==> config.mk <==
export PLATFORM = sky130hd
export DESIGN_NAME = fetch_unit
export DESIGN_NICKNAME = d
export VERILOG_FILES = /design/src/rtl/fetch_unit.sv
export SDC_FILE = /design/constraint.sdc
export NUM_CORES = 1
export LEC_CHECK = 0
export CAP_MARGIN = 20
export CORE_AREA = 2 2 77 79
export CTS_CLUSTER_SIZE = 10
export DETAILED_ROUTE_END_ITERATION = 10
export DIE_AREA = 0 0 79 81
export GPL_ROUTABILITY_DRIVEN = 0
export PLACE_DENSITY = 0.7
export SYNTH_ARGS = -nofsm -noshare
export SYNTH_HDL_FRONTEND = slang
export SYNTH_SLANG_ARGS = --single-unit
==> constraint.sdc <==
create_clock -name clk -period 1.3 [get_ports clk]
set_input_delay 0.26 -clock clk [delete_from_list [all_inputs] [get_ports clk]]
set_output_delay 0.26 -clock clk [all_outputs]
set_load 0.1 [all_outputs]
==> src/rtl/fetch_unit.sv <==
// Instruction-fetch stage: PC, instruction register and a request/valid handshake with program RAM.
// Optional WAIT-state timeout is enabled with the FETCH_TIMEOUT_EN macro.
module fetch_unit #(
    parameter int                DATA_W   = 16,
    parameter int                ADDR_W   = 8,
    parameter logic [ADDR_W-1:0] RESET_PC = {ADDR_W{1'b0}},
    parameter int                TIMEOUT  = 15
) (
    input  logic              clk,
    input  logic              rst,
    input  logic              fetch_req,
    input  logic              pc_load,
    input  logic [DATA_W-1:0] pc_din,
    output logic              mem_req,
    output logic [ADDR_W-1:0] mem_addr,
    input  logic [DATA_W-1:0] mem_rdata,
    input  logic              mem_valid,
    output logic [DATA_W-1:0] instr,
    output logic              instr_valid,
    output logic [ADDR_W-1:0] pc,
    output logic              busy,
    output logic              fetch_err
);

    typedef enum logic [1:0] {
        ST_IDLE = 2'd0,
        ST_REQ  = 2'd1,
        ST_WAIT = 2'd2
    } state_t;

    state_t              state_r;
    state_t              state_nx_s;
    logic [ADDR_W-1:0]   pc_r;
    logic [ADDR_W-1:0]   pc_nx_s;
    logic [DATA_W-1:0]   instr_r;
    logic                instr_valid_r;
    logic                mem_req_r;
    logic [ADDR_W-1:0]   mem_addr_r;
    logic                busy_r;
    logic                pend_r;
    logic                pend_nx_s;
    logic [ADDR_W-1:0]   pend_val_r;
    logic [ADDR_W-1:0]   pend_val_nx_s;
    logic [ADDR_W-1:0]   load_addr_s;
    logic                start_s;
    logic                done_s;
    logic                tmo_s;
    logic                tmo_hit_s;

    assign load_addr_s = pc_din[ADDR_W-1:0];

    generate
        if (DATA_W > ADDR_W) begin : g_unused_bus
            logic unused_bus_s;
            assign unused_bus_s = ^pc_din[DATA_W-1:ADDR_W];
        end
    endgenerate

`ifdef FETCH_TIMEOUT_EN
    localparam int CNT_W = $clog2(TIMEOUT + 1);

    logic [CNT_W-1:0] cnt_r;
    logic             fetch_err_r;

    // The final WAIT cycle without data is the one where the counter already holds TIMEOUT-1.
    assign tmo_hit_s = (cnt_r == CNT_W'(TIMEOUT - 1));

    // WAIT-cycle counter, cleared while the request strobe is out.
    always_ff @(posedge clk) begin
        if (rst) begin
            cnt_r <= {CNT_W{1'b0}};
        end else if (state_r == ST_REQ) begin
            cnt_r <= {CNT_W{1'b0}};
        end else if ((state_r == ST_WAIT) && !mem_valid) begin
            cnt_r <= cnt_r + CNT_W'(1);
        end else begin
            cnt_r <= cnt_r;
        end
    end

    // Registered one-cycle error pulse.
    always_ff @(posedge clk) begin
        if (rst) begin
            fetch_err_r <= 1'b0;
        end else begin
            fetch_err_r <= tmo_s;
        end
    end

    assign fetch_err = fetch_err_r;
`else
    assign tmo_hit_s = 1'b0;
    assign fetch_err = 1'b0;
`endif

    // State register.
    always_ff @(posedge clk) begin
        if (rst) begin
            state_r <= ST_IDLE;
        end else begin
            state_r <= state_nx_s;
        end
    end

    // Next-state decode; fetch_req is only honoured in IDLE, mem_valid only in WAIT.
    always_comb begin
        state_nx_s = state_r;
        start_s    = 1'b0;
        done_s     = 1'b0;
        tmo_s      = 1'b0;
        case (state_r)
            ST_IDLE: begin
                if (fetch_req) begin
                    state_nx_s = ST_REQ;
                    start_s    = 1'b1;
                end else begin
                    state_nx_s = ST_IDLE;
                end
            end
            ST_REQ: begin
                state_nx_s = ST_WAIT;
            end
            ST_WAIT: begin
                if (mem_valid) begin
                    state_nx_s = ST_IDLE;
                    done_s     = 1'b1;
                end else if (tmo_hit_s) begin
                    state_nx_s = ST_IDLE;
                    tmo_s      = 1'b1;
                end else begin
                    state_nx_s = ST_WAIT;
                end
            end
            default: begin
                state_nx_s = ST_IDLE;
            end
        endcase
    end

    // PC update: direct load when idle, otherwise loads are parked until the fetch ends.
    always_comb begin
        pc_nx_s       = pc_r;
        pend_nx_s     = pend_r;
        pend_val_nx_s = pend_val_r;
        if (state_r == ST_IDLE) begin
            if (pc_load) begin
                pc_nx_s = load_addr_s;
            end else begin
                pc_nx_s = pc_r;
            end
        end else if (done_s || tmo_s) begin
            pend_nx_s = 1'b0;
            if (pc_load) begin
                pc_nx_s = load_addr_s;
            end else if (pend_r) begin
                pc_nx_s = pend_val_r;
            end else if (done_s) begin
                pc_nx_s = pc_r + ADDR_W'(1);
            end else begin
                pc_nx_s = pc_r;
            end
        end else if (pc_load) begin
            pend_nx_s     = 1'b1;
            pend_val_nx_s = load_addr_s;
        end else begin
            pend_nx_s = pend_r;
        end
    end

    // Datapath and registered handshake outputs.
    always_ff @(posedge clk) begin
        if (rst) begin
            pc_r          <= RESET_PC;
            instr_r       <= {DATA_W{1'b0}};
            instr_valid_r <= 1'b0;
            mem_req_r     <= 1'b0;
            mem_addr_r    <= {ADDR_W{1'b0}};
            busy_r        <= 1'b0;
            pend_r        <= 1'b0;
            pend_val_r    <= {ADDR_W{1'b0}};
        end else begin
            pc_r          <= pc_nx_s;
            pend_r        <= pend_nx_s;
            pend_val_r    <= pend_val_nx_s;
            instr_valid_r <= done_s;
            mem_req_r     <= start_s;
            busy_r        <= (state_nx_s != ST_IDLE);
            if (start_s) begin
                mem_addr_r <= pc_nx_s;
            end else begin
                mem_addr_r <= mem_addr_r;
            end
            if (done_s) begin
                instr_r <= mem_rdata;
            end else begin
                instr_r <= instr_r;
            end
        end
    end

    assign pc          = pc_r;
    assign instr       = instr_r;
    assign instr_valid = instr_valid_r;
    assign mem_req     = mem_req_r;
    assign mem_addr    = mem_addr_r;
    assign busy        = busy_r;

endmodule

==> metrics.log <==
INFO  metric run_status = finished, violations left
INFO  metric violations_in_the_final_reports = negative setup slack
INFO  metric path_cells = nand3b_1, or3_1, o32ai_2
INFO  metric clock.fmax = 728 MHz
INFO  metric reg2reg_to = pc[6]$_SDFF_PP0_
INFO  metric dominantRegCellSynth = sky130_fd_sc_hd__dfxtp_1
INFO  metric yosysMostFrequentCell = sky130_fd_sc_hd__dfxtp_1
INFO  metric r2r_start = state_r[0]$_SDFF_PP0_
INFO  metric netlist.top_cell.by_area = sky130_fd_sc_hd__dfxtp_1
INFO  metric die_height = 81 µm
INFO  metric combinationalPowerShare = 0.329
INFO  metric crit_path_start_kind = flip-flop
INFO  metric yosysWarningCount = 0
INFO  metric clockPowerShare = 0.263
INFO  metric vias_in_the_first_global_route = 2028
INFO  metric synthCells = 242
INFO  metric p_total = 3950 µW
INFO  metric rr_worst_depth = 3
INFO  metric worst_path_bufs_invs = 0
INFO  metric setup_slack = -73.8 ps
INFO  metric grt_setup_unrepaired = yes
INFO  metric clkTransAtPathRegs = 90 ps
INFO  metric timing.critical_path.max_delay_family = simple AND/OR/NAND/NOR gates
INFO  metric areaGrowthSynthToFinish = 75.8%
INFO  metric worstHoldPathType = primary input to flip-flop
INFO  metric timing.clock.skew = 9.11 ps
INFO  metric power_report.internal_total = 2590 µW
INFO  metric drt_iter0_drc = 108
INFO  metric critical_path.endpoint_type = flip-flop
INFO  metric critical_path_class = flip-flop to flip-flop
INFO  metric die_width = 79 µm
INFO  metric fraction_of_met3_tracks_used_by_global_routing = 0.0356
INFO  metric largest_net_degree_at_the_start_of_global_routing = 22
INFO  metric floorplan.io_pins = 73
INFO  metric antenna_cell_count = 0
INFO  metric viasPerCell = 5.23
INFO  metric p_switching = 1360 µW
INFO  metric detailedPlace.worstSlack = -461 ps
INFO  metric synth.avg_cell_area = 8.45 µm²
INFO  metric nets = 367
INFO  metric met2_usage = 0.330
INFO  metric holdPathStages = 3
INFO  metric cts-root-to-sink-buffers = 2
INFO  metric critical_path_peak_fanout = 6
INFO  metric routed_length_per_placed_instance = 15.5 µm
INFO  metric synth.net_count = 280
INFO  metric initial_core_util = 0.360
INFO  metric synth-edff-count = 0
INFO  metric flop_and_latch_count_out_of_synthesis = 46
INFO  metric clock-sinks = 46
INFO  metric tritoncts_clock_tree = built
INFO  metric fp.coreArea = 5680 µm²
INFO  metric numCtsBuffers = 5
INFO  metric layer_carrying_the_most_global_route_usage = met2
INFO  metric cpPeakStageDelay = 450 ps
INFO  metric worstHoldStart = mem_rdata[11]
INFO  metric timing_hold_violations_final = 0
INFO  metric cts.root.buffer_cell = sky130_fd_sc_hd__clkbuf_8
INFO  metric crit_path_top_delay_cell = sky130_fd_sc_hd__or3_1
INFO  metric max_cap_viol_count = 0
INFO  metric power.share.sequential = 0.408
INFO  metric finalCritPeriodShare = 1.06
INFO  metric antenna_found_initial = 0
INFO  metric power_density = 1100 nW/µm²
INFO  metric wire_length_of_the_first_global_routing_pass = 9800 µm
INFO  metric yosys.area.top_type_share = 0.450
INFO  metric detailedRoute.firstPassIterationCount = 4
INFO  metric synth.cell_area = 2040 µm²
INFO  metric synthTopCellsByArea = sky130_fd_sc_hd__dfxtp_1 45%, sky130_fd_sc_hd__mux2i_1 8.3%, sky130_fd_sc_hd__nand2_1 7.3%
INFO  metric synthDistinctLibCells = 45
INFO  metric netlist_top_cells_count = 46 x sky130_fd_sc_hd__dfxtp_1, 40 x sky130_fd_sc_hd__nand2_1, 27 x sky130_fd_sc_hd__nor2_1
INFO  metric grt_overflow_total = 0
INFO  metric synth_seq_area_share = 0.450
INFO  metric vias = 2118
INFO  metric min_delay_worst_endpoint = instr[11]$_SDFFE_PP0P_
INFO  metric io_buffer_count = 63
INFO  metric place_hpwl = 4590 µm
INFO  metric drt_drc_violations_left = 0
INFO  metric drive_gt1_frac = 0.358
INFO  metric drt.antenna.violating_nets = 0
INFO  metric p_leak = 0.00136 µW
INFO  metric final_max_slew_viol_count = 0
INFO  metric insertion_delay = 300 ps
INFO  metric fin_crit = 1370 ps
INFO  metric grtUsageMet1 = 0.254
INFO  metric worst_ep_arrival_time = 1580 ps
INFO  metric grt_util_all_layers = 0.195
INFO  metric power.share.switching = 0.344
INFO  metric finalWirelength = 6300 µm
INFO  metric synth_async_sr_flop_share = 0
INFO  metric power.ir.vdd_worst = 637 µV
INFO  metric cts_htree_levels = 2
INFO  metric row_count = 28
INFO  metric ff2ff_setup_slack = -70 ps
INFO  metric setup_viol_count_final = 3
INFO  metric critPathRequiredTime = 1510 ps
INFO  metric cts_hold_buffers = 0
INFO  metric fp.dieArea = 6400 µm²
[metal layers]
| layer | up-vias | routed length (µm) |
|---|---|---|
| met5 | - | 0 |
| met4 | 0 | 131 |
| met3 | 11 | 304 |
| met2 | 76 | 3300 |
| met1 | 1018 | 2560 |
| li1 | 1013 | - |
[flip-flops by register name, indices dropped and copies added (netlist names)]
signal and count:
mem_addr 8, state_r 2, mem_req 1, pend_val_r 8, pend_r 1, pc 8, busy 1, instr 16
instr_valid 1
[power groups by stage]
| stage | Combinational (µW) | Sequential [µW] | Clock, µW |
|---|---|---|---|
| finish | 1300 | 1610 | 1040 |
| global route | 1360 | 1620 | 1100 |
| CTS | 1260 | 1610 | 1060 |
| detailed placement | 1240 | 1640 | 0 |
| global placement | 1220 | 1640 | 0 |
| floorplan | 337 | 2020 | 0 |
[kinds of logic after synthesis]
family | after synthesis | share of synthesized area
AOI/OAI and AO/OA | 53 | 0.168
xor gates and xnor gates | 2 | 0.00857
adders and majority gates | 1 | 0.00612
buffers and inverters | 24 | 0.0551
DFF | 46 | 0.450
muxes | 19 | 0.0942
other | 1 | 0.00183
and+or+nand+nor | 96 | 0.215
[cells in the final DEF, fill, tap and decap left out, types with 2 or more instances in the layout]
master	netlist	routed
sky130_fd_sc_hd__a211oi_1	9	8
sky130_fd_sc_hd__a21oi_1	23	22
sky130_fd_sc_hd__buf_12	0	38
sky130_fd_sc_hd__buf_4	4	31
sky130_fd_sc_hd__buf_6	0	2
sky130_fd_sc_hd__clkbuf_8	0	6
sky130_fd_sc_hd__clkdlybuf4s50_1	0	26
sky130_fd_sc_hd__dfxtp_1	46	29
sky130_fd_sc_hd__dfxtp_2	0	9
sky130_fd_sc_hd__dfxtp_4	0	8
sky130_fd_sc_hd__dlygate4sd2_1	0	2
sky130_fd_sc_hd__inv_1	4	4
sky130_fd_sc_hd__mux2i_1	17	17
sky130_fd_sc_hd__nand2_1	40	39
sky130_fd_sc_hd__nand3_1	4	3
sky130_fd_sc_hd__nand3b_1	2	2
sky130_fd_sc_hd__nand4_1	2	2
sky130_fd_sc_hd__nor2_1	27	25
sky130_fd_sc_hd__nor2_2	1	3
sky130_fd_sc_hd__nor2b_1	4	3
sky130_fd_sc_hd__nor3_1	8	6
sky130_fd_sc_hd__nor3_2	0	2
sky130_fd_sc_hd__o21a_1	2	2
sky130_fd_sc_hd__o22ai_1	3	3
sky130_fd_sc_hd__or3_1	3	2
[layout make-up]
cell class	instances	area [µm²]
clock buffer	8	111
multi-input combinational	172	1110
inverter	5	20.0
timing repair buffer	99	1290
tap	75	93.8
sequential	46	962
fill	472	2080
[worst max path at each step]
stage                          start                    endpoint  slack (ps)  cells past startpoint
2_1_floorplan       pc[2]$_SDFF_PP0_            pc[5]$_SDFF_PP0_        -120                      5
5_1_grt        state_r[1]$_SDFF_PP0_            pc[7]$_SDFF_PP0_        -140                      6
3_5_place_dp                 pc_load  pend_val_r[0]$_SDFFE_PP0P_        -460                      6
3_3_place_gp                 pc_load  pend_val_r[7]$_SDFFE_PP0P_        -400                      6
6_report       state_r[0]$_SDFF_PP0_            pc[6]$_SDFF_PP0_         -70                      3
4_1_cts        state_r[0]$_SDFF_PP0_  pend_val_r[0]$_SDFFE_PP0P_         -70                      5
[worst min-delay path, stage by stage]
cell and delay (ps):
sky130_fd_sc_hd__clkdlybuf4s50_1 390, sky130_fd_sc_hd__nand2_1 60, sky130_fd_sc_hd__a21oi_1 50
[through the flow]
| step | setup TNS (ps) | cell area, µm² | utilization | instances | hold slack [ps] |
|---|---|---|---|---|---|
| floorplan | -962 | 2150 | - | 242 | 396 |
| global placement | -11670 | 3370 | 0.593 | 393 | 471 |
| detailed placement | -12870 | 3370 | 0.593 | 393 | 480 |
| CTS | -492 | 3540 | 0.623 | 404 | 498 |
| global route | -1250 | 3590 | 0.633 | 405 | 517 |
| finish | -141 | 3590 | 0.633 | 405 | 499 |
[repair_timing]
action,4_1_cts,5_1_grt
resized for setup,11,15
setup buffers,3,2
endpoints found under the setup margin,16,36
hold endpoints to repair,0,0
cloned,0,0
pin swaps,4,4
(Power assumes the default switching activity.)
